`src/rtl/pixel_combinator_if.sv`:
```
// Bundle between the pixel combinator and its queues and stream sink.
// No logic inside; the combinator drives the checks and the output stream.
// The stream uses valid/ready: data is held while valid is high and ready is low.
interface pixel_combinator_if #(
  parameter int DATA_WIDTH  = 32,
  parameter int RBG_SIZE    = 24,
  parameter int NUM_ENGINES = 4
);
  logic                            start;
  logic [DATA_WIDTH-1:0]           xpixel_check;
  logic [DATA_WIDTH-1:0]           ypixel_check;
  logic [NUM_ENGINES-1:0]          en_i;
  logic [NUM_ENGINES*RBG_SIZE-1:0] colour_i;
  logic                            out_valid;
  logic                            out_ready;
  logic [RBG_SIZE-1:0]             out_data;
  logic                            out_sop;
  logic                            out_eol;
  logic                            busy;
  logic                            frame_done;
  logic                            match_error;

  // Combinator side
  modport master (
    input  start, en_i, colour_i, out_ready,
    output xpixel_check, ypixel_check, out_valid, out_data, out_sop, out_eol,
           busy, frame_done, match_error
  );

  // Queue / sink / controller side
  modport slave (
    output start, en_i, colour_i, out_ready,
    input  xpixel_check, ypixel_check, out_valid, out_data, out_sop, out_eol,
           busy, frame_done, match_error
  );
endinterface

```
`src/rtl/pixel_combinator.sv`:
```
// Raster-order reader: broadcasts each coordinate to all queues, takes the matching colour, streams it out.
// Latency: start -> first out_valid in 3 cycles; best case one pixel every 3 cycles.
// Backpressure: pixel held stable in SEND until out_ready; waits in SCAN indefinitely for a match.
module pixel_combinator #(
  parameter int DATA_WIDTH  = 32,
  parameter int RBG_SIZE    = 24,
  parameter int NUM_ENGINES = 4,
  parameter int IMG_WIDTH   = 640,
  parameter int IMG_HEIGHT  = 480
) (
  input  logic              clk,
  input  logic              reset,
  pixel_combinator_if.master bus
);

  localparam int SEL_W = (NUM_ENGINES > 1) ? $clog2(NUM_ENGINES) : 1;
  localparam logic [DATA_WIDTH-1:0] SENTINEL = '1;
  localparam logic [DATA_WIDTH-1:0] X_LAST   = DATA_WIDTH'(IMG_WIDTH - 1);
  localparam logic [DATA_WIDTH-1:0] Y_LAST   = DATA_WIDTH'(IMG_HEIGHT - 1);

  typedef enum logic [1:0] {IDLE, SCAN, CAPTURE, SEND} state_t;

  state_t                state_q, state_d;
  logic [DATA_WIDTH-1:0] x_q, x_d;
  logic [DATA_WIDTH-1:0] y_q, y_d;
  logic [SEL_W-1:0]      sel_q, sel_d;
  logic                  out_valid_q, out_valid_d;
  logic [RBG_SIZE-1:0]   out_data_q, out_data_d;
  logic                  out_sop_q, out_sop_d;
  logic                  out_eol_q, out_eol_d;
  logic                  frame_done_q, frame_done_d;
  logic                  match_error_q, match_error_d;

  logic [SEL_W-1:0]      pick_idx;
  logic                  multi_match;
  logic [RBG_SIZE-1:0]   cap_colour;

  // Lowest-index matching queue wins; more than one bit set is flagged
  always_comb begin
    pick_idx = '0;
    for (int k = NUM_ENGINES - 1; k >= 0; k--) begin
      if (bus.en_i[k]) pick_idx = SEL_W'(k);
    end
    multi_match = |(bus.en_i & (bus.en_i - NUM_ENGINES'(1)));
  end

  // Colour of the selected queue, valid in the cycle after its pop
  always_comb begin
    cap_colour = '0;
    for (int k = 0; k < NUM_ENGINES; k++) begin
      if (sel_q == SEL_W'(k)) cap_colour = bus.colour_i[k*RBG_SIZE +: RBG_SIZE];
    end
  end

  // Next-state and output-register logic
  always_comb begin
    state_d       = state_q;
    x_d           = x_q;
    y_d           = y_q;
    sel_d         = sel_q;
    out_valid_d   = out_valid_q;
    out_data_d    = out_data_q;
    out_sop_d     = out_sop_q;
    out_eol_d     = out_eol_q;
    frame_done_d  = 1'b0;
    match_error_d = match_error_q;
    case (state_q)
      IDLE: begin
        if (bus.start) begin
          x_d           = '0;
          y_d           = '0;
          match_error_d = 1'b0;
          state_d       = SCAN;
        end
      end
      SCAN: begin
        if (|bus.en_i) begin
          sel_d = pick_idx;
          if (multi_match) match_error_d = 1'b1;
          state_d = CAPTURE;
        end
      end
      CAPTURE: begin
        out_data_d  = cap_colour;
        out_valid_d = 1'b1;
        out_sop_d   = (x_q == '0) && (y_q == '0);
        out_eol_d   = (x_q == X_LAST);
        state_d     = SEND;
      end
      SEND: begin
        if (bus.out_ready) begin
          out_valid_d = 1'b0;
          if ((x_q == X_LAST) && (y_q == Y_LAST)) begin
            frame_done_d = 1'b1;
            state_d      = IDLE;
          end else if (x_q == X_LAST) begin
            x_d     = '0;
            y_d     = y_q + DATA_WIDTH'(1);
            state_d = SCAN;
          end else begin
            x_d     = x_q + DATA_WIDTH'(1);
            state_d = SCAN;
          end
        end
      end
      default: state_d = IDLE;
    endcase
  end

  // State and output registers
  always_ff @(posedge clk or negedge reset) begin
    if (!reset) begin
      state_q       <= IDLE;
      x_q           <= '0;
      y_q           <= '0;
      sel_q         <= '0;
      out_valid_q   <= 1'b0;
      out_data_q    <= '0;
      out_sop_q     <= 1'b0;
      out_eol_q     <= 1'b0;
      frame_done_q  <= 1'b0;
      match_error_q <= 1'b0;
    end else begin
      state_q       <= state_d;
      x_q           <= x_d;
      y_q           <= y_d;
      sel_q         <= sel_d;
      out_valid_q   <= out_valid_d;
      out_data_q    <= out_data_d;
      out_sop_q     <= out_sop_d;
      out_eol_q     <= out_eol_d;
      frame_done_q  <= frame_done_d;
      match_error_q <= match_error_d;
    end
  end

  // Coordinates only leave the block while scanning, so queues cannot match elsewhere
  assign bus.xpixel_check = (state_q == SCAN) ? x_q : SENTINEL;
  assign bus.ypixel_check = (state_q == SCAN) ? y_q : SENTINEL;
  assign bus.out_valid    = out_valid_q;
  assign bus.out_data     = out_data_q;
  assign bus.out_sop      = out_sop_q;
  assign bus.out_eol      = out_eol_q;
  assign bus.busy         = (state_q != IDLE);
  assign bus.frame_done   = frame_done_q;
  assign bus.match_error  = match_error_q;

endmodule

```
`src/flat_wrapper.sv`:
```
// flat-port wrapper written by rule: the top's interface ports become plain ports
module pixel_combinator_flat 
#(
  parameter int DATA_WIDTH  = 32,
  parameter int RBG_SIZE    = 24,
  parameter int NUM_ENGINES = 4,
  parameter int IMG_WIDTH   = 640,
  parameter int IMG_HEIGHT  = 480
)
  (clk, reset, bus_start, bus_en_i, bus_colour_i, bus_out_ready, bus_xpixel_check, bus_ypixel_check, bus_out_valid, bus_out_data, bus_out_sop, bus_out_eol, bus_busy, bus_frame_done, bus_match_error);
  pixel_combinator_if #(.DATA_WIDTH(DATA_WIDTH), .RBG_SIZE(RBG_SIZE), .NUM_ENGINES(NUM_ENGINES)) bus_i ();
  input  logic clk;
  input  logic reset;
  input wire logic [$bits(bus_i.start)-1:0] bus_start;
  input wire logic [$bits(bus_i.en_i)-1:0] bus_en_i;
  input wire logic [$bits(bus_i.colour_i)-1:0] bus_colour_i;
  input wire logic [$bits(bus_i.out_ready)-1:0] bus_out_ready;
  output wire logic [$bits(bus_i.xpixel_check)-1:0] bus_xpixel_check;
  output wire logic [$bits(bus_i.ypixel_check)-1:0] bus_ypixel_check;
  output wire logic [$bits(bus_i.out_valid)-1:0] bus_out_valid;
  output wire logic [$bits(bus_i.out_data)-1:0] bus_out_data;
  output wire logic [$bits(bus_i.out_sop)-1:0] bus_out_sop;
  output wire logic [$bits(bus_i.out_eol)-1:0] bus_out_eol;
  output wire logic [$bits(bus_i.busy)-1:0] bus_busy;
  output wire logic [$bits(bus_i.frame_done)-1:0] bus_frame_done;
  output wire logic [$bits(bus_i.match_error)-1:0] bus_match_error;
  assign bus_i.start = bus_start;
  assign bus_i.en_i = bus_en_i;
  assign bus_i.colour_i = bus_colour_i;
  assign bus_i.out_ready = bus_out_ready;
  assign bus_xpixel_check = bus_i.xpixel_check;
  assign bus_ypixel_check = bus_i.ypixel_check;
  assign bus_out_valid = bus_i.out_valid;
  assign bus_out_data = bus_i.out_data;
  assign bus_out_sop = bus_i.out_sop;
  assign bus_out_eol = bus_i.out_eol;
  assign bus_busy = bus_i.busy;
  assign bus_frame_done = bus_i.frame_done;
  assign bus_match_error = bus_i.match_error;
  pixel_combinator #(.DATA_WIDTH(DATA_WIDTH), .RBG_SIZE(RBG_SIZE), .NUM_ENGINES(NUM_ENGINES), .IMG_WIDTH(IMG_WIDTH), .IMG_HEIGHT(IMG_HEIGHT)) u_core (.clk(clk), .reset(reset), .bus(bus_i));
endmodule
```
`config.mk`:
```
export PLATFORM = sky130hd
export DESIGN_NAME = pixel_combinator_flat
export DESIGN_NICKNAME = d
export VERILOG_FILES = /design/src/rtl/pixel_combinator_if.sv /design/src/rtl/pixel_combinator.sv /design/src/flat_wrapper.sv
export SDC_FILE = /design/constraint.sdc
export NUM_CORES = 1
export LEC_CHECK = 0
export BUFFER_PORTS_ARGS = -buffer_cell sky130_fd_sc_hd__buf_2
export CAP_MARGIN = 10
export CORE_MARGIN = 2
export CORE_UTILIZATION = 55
export DETAILED_ROUTE_END_ITERATION = 8
export PLACE_DENSITY = 0.85
export SLEW_MARGIN = 20
export SYNTH_ARGS = -nofsm -noshare
export SYNTH_HDL_FRONTEND = slang
export SYNTH_SLANG_ARGS = --single-unit
export TNS_END_PERCENT = 100
```
`constraint.sdc`:
```
create_clock -name clk -period 4.4 [get_ports clk]
set_input_delay 0.22 -clock clk [delete_from_list [all_inputs] [get_ports clk]]
set_output_delay 0.22 -clock clk [all_outputs]
set_load 0.005 [all_outputs]
```
==> qor.yml <==
drtIter0Drc: 580
dpl.hpwl_microns: 13140
synth_fa_ha_area_share_pct: 1.619
diodes: 0
clock_latency_ns: 0.38
final_max_slew_viol_count: 0
tritoncts: "built"
setup_viol: 0
rows: 38
die_h_microns: 110.0
cts_buffers: 9
rsz0062_at_grt: "false"
clk_pin_slew_ns: 0.10
start_util_pct: 56.78
synth_compound_area_share_pct: 17.55
cts_sinks: 97
totalWireLength_microns: 18090
antenna_found_initial: 0
grt_pass1_wl_microns: 28970
synth_edf_count: 0
crit_type: "register to register"
gp_congestion: 0.9132
vias: 6132
synth_xor_area_share_pct: 0
gr-total-overflow: 0
finalPower_uw: 3887
drive_gt1_share_pct: 33.98
synthesis.area_sq_um: 6182
grt_pass1_vias: 5884
ys_seq_area_share_pct: 39.26
ir_drop_v: 0.0003195
critPathArrivalTime_ns: 3.65
skew_ns: 0.01187
hold_depth: 2
ys_seq_elements: 97
crit_path_start_kind: "register"
hp-class: "primary input to register"
hold_viol: 0
synth.distinct_cells: 55
routedWlPerCell_microns: 18.64
io_pins: 198
synth-simple-area-share_pct: 24.63
slew_headroom_pct: 33.42
firstDrtPassIters: 6
synth.avg_cell_area_sq_um: 9.511
fmax_mhz: 299.5
outcome: "finished clean"
final_net_count: 937
synth-async-reset-ratio_pct: 100.0
io_buffers: 197
die_area_sq_um: 12100
worst_setup_path_end_kind: "register"
tns_ns: 0
nFillCells: 852
p_leak_uw: 0.003298
synthFlopType: "dfrtp_1"
die_w_microns: 110.0
cts-root-buf: "clkbuf_8"
path_max_fanout: 21
fin_crit_ns: 3.339
coreArea_sq_um: 10890
cts_max_path_buffers: 2
grt_start_max_net_pins: 52
drcViolationCount: 0
reg2reg_depth: 6
worst_pin_slew_ns: 0.9987
drv_cap: 0
cts-resized-gates: 0
htreeDepth: 3
timing.final.crit_share_pct: 75.88
area_delta_synth_final_pct: 20.62
syn_inst: 650
grtUsageTotal_pct: 30.66
critPathRequiredTime_ns: 4.71
vias_per_cell: 6.322
yosys_warnings: 0
synth_top_family_by_area: "simple AND/OR/NAND/NOR gates"
yosys-mux-area-fraction_pct: 13.46
ant_nets: 0
synth_fp_nets: 762
powerDensity_nw_per_um2: 521.3
==> flip-flops by register name, summed over array words and instances, names as in the netlist <==
name	count
u_core.bus.out_sop	1
u_core.bus.out_valid	1
u_core.y_q	32
u_core.x_q	32
u_core.bus.out_eol	1
u_core.sel_q	2
u_core.state_q	2
u_core.bus.out_data	24
u_core.bus.frame_done	1
u_core.bus.match_error	1
==> synth_stat cells, drive strengths merged, types with 2 or more instances <==
cell / n / share of area (%)
o311ai: 4 / 0.57
o31ai: 21 / 2.6
nor4: 14 / 1.9
ha: 8 / 1.6
mux4: 24 / 8.7
clkbuf: 35 / 2.1
a21oi: 23 / 1.9
nand2b: 61 / 6.2
dfrtp: 97 / 39
mux2: 25 / 4.6
o21ai: 65 / 5.3
buf: 8 / 0.69
o21a: 4 / 0.49
a2bb2oi: 4 / 0.57
o22ai: 3 / 0.30
and3: 18 / 1.8
or2: 2 / 0.20
a21boi: 4 / 0.49
nand2: 47 / 2.9
inv: 10 / 0.61
nand3: 34 / 2.8
a21o: 2 / 0.24
nor2b: 4 / 0.40
or3: 2 / 0.20
nor2: 38 / 2.3
and4: 14 / 2.0
nor3: 6 / 0.57
nand4: 13 / 1.4
o211ai: 8 / 0.97
and2: 8 / 0.81
or4: 5 / 0.61
o41ai: 7 / 0.99
a41oi: 7 / 0.99
a31oi: 13 / 1.3
==> power breakdown <==
part           switching, uW  internal, uW  leakage [uW]  total (uW)
clock network            336           279     0.0000985         616
registers                144          1060       0.00128        1200
logic                   1100           966       0.00192        2070
==> final timing paths <==
kind | startpoint | to | slack (ns)
min in group asynchronous | reset | u_core.y_q[28] | 0.39
worst max register to register | u_core.x_q[21] | u_core.y_q[30] | 1.06
worst min-delay path | bus_out_ready | u_core.bus.out_valid | 0.1
max in group asynchronous | reset | u_core.x_q[28] | 2.89
worst max-delay path | u_core.x_q[21] | u_core.y_q[30] | 1.06
worst min register to register | u_core.bus.out_data[5] | u_core.bus.out_data[5] | 0.52
==> cells in the final DEF, fill, tap and decap left out, types with 5 or more instances in the layout <==
cell type / netlist / final
buf_2: 4 / 196
dfrtp_1: 97 / 97
o21ai_0: 64 / 64
nand2b_1: 61 / 61
nand2_1: 47 / 47
nor2_1: 38 / 38
nand3_1: 34 / 34
mux2_2: 25 / 25
mux4_2: 24 / 24
a21oi_1: 23 / 23
o31ai_1: 20 / 20
and3_1: 18 / 18
and4_1: 14 / 14
a31oi_1: 13 / 13
nand4_1: 12 / 12
nor4_1: 11 / 11
inv_1: 10 / 10
clkbuf_8: 0 / 10
buf_4: 0 / 10
and2_1: 8 / 8
o211ai_1: 8 / 8
o41ai_1: 7 / 7
a41oi_1: 7 / 7
ha_1: 8 / 7
or4_1: 5 / 5
nor3_1: 5 / 5
==> cells by family after synthesis <==
group | count (synthesis)
fa+ha+maj | 8
simple gates | 270
mux | 50
buf+inv | 54
compound gates | 171
flops | 97
==> cell type report <==
class,count,area [sq um],share of cell area (%)
flip-flops and latches,97,2427,32.55
clock buffers,10,137.6,1.846
multi-input cells,499,3542,47.50
clock inverters,6,67.56,0.9060
repair buffers,207,1066,14.30
well taps,140,175.2,2.349
inverters,11,41.29,0.5537
==> per-layer routing <==
layer  track usage, %  routed length [microns]  part of all wire, %  vias up
met1            42.19                     7320                   40     2934
met2            49.47                     8890                   49      358
met4            13.20                      429                  2.4        0
li1                 -                        -                    -     2805
met5                0                        0                    0        -
met3            3.410                     1444                  8.0       35
==> worst max-delay path, cell delays in order (launching register included) <==
cell and delay, ns:
dfrtp_1 0.44, nor4_1 0.45, nand4_2 0.25, nor3_1 0.59, nand3_1 0.78, or4_1 0.66
nand2_1 0.09
==> through the flow <==
step / setup slack [ns] / utilization (%) / std cells / instance area, sq um / hold WS (ns)
finish: 1.061 / 68.49 / 970 / 7457 / 0.09892
global route: 0.7043 / 68.49 / 970 / 7457 / 0.1148
CTS: 1.127 / 68.49 / 970 / 7457 / 0.09411
detailed placement: 1.154 / 66.51 / 953 / 7242 / 0.2720
global placement: 1.245 / 66.51 / 953 / 7242 / 0.2581
floorplan: 2.146 / - / 650 / 6182 / -0.07559
==> what timing repair did <==
item	in CTS	in global routing
endpoints found under the hold margin	46	0
hold buffers	1	0
setup buffers	0	0
No activity file was read; power rests on OpenSTA's default activity.
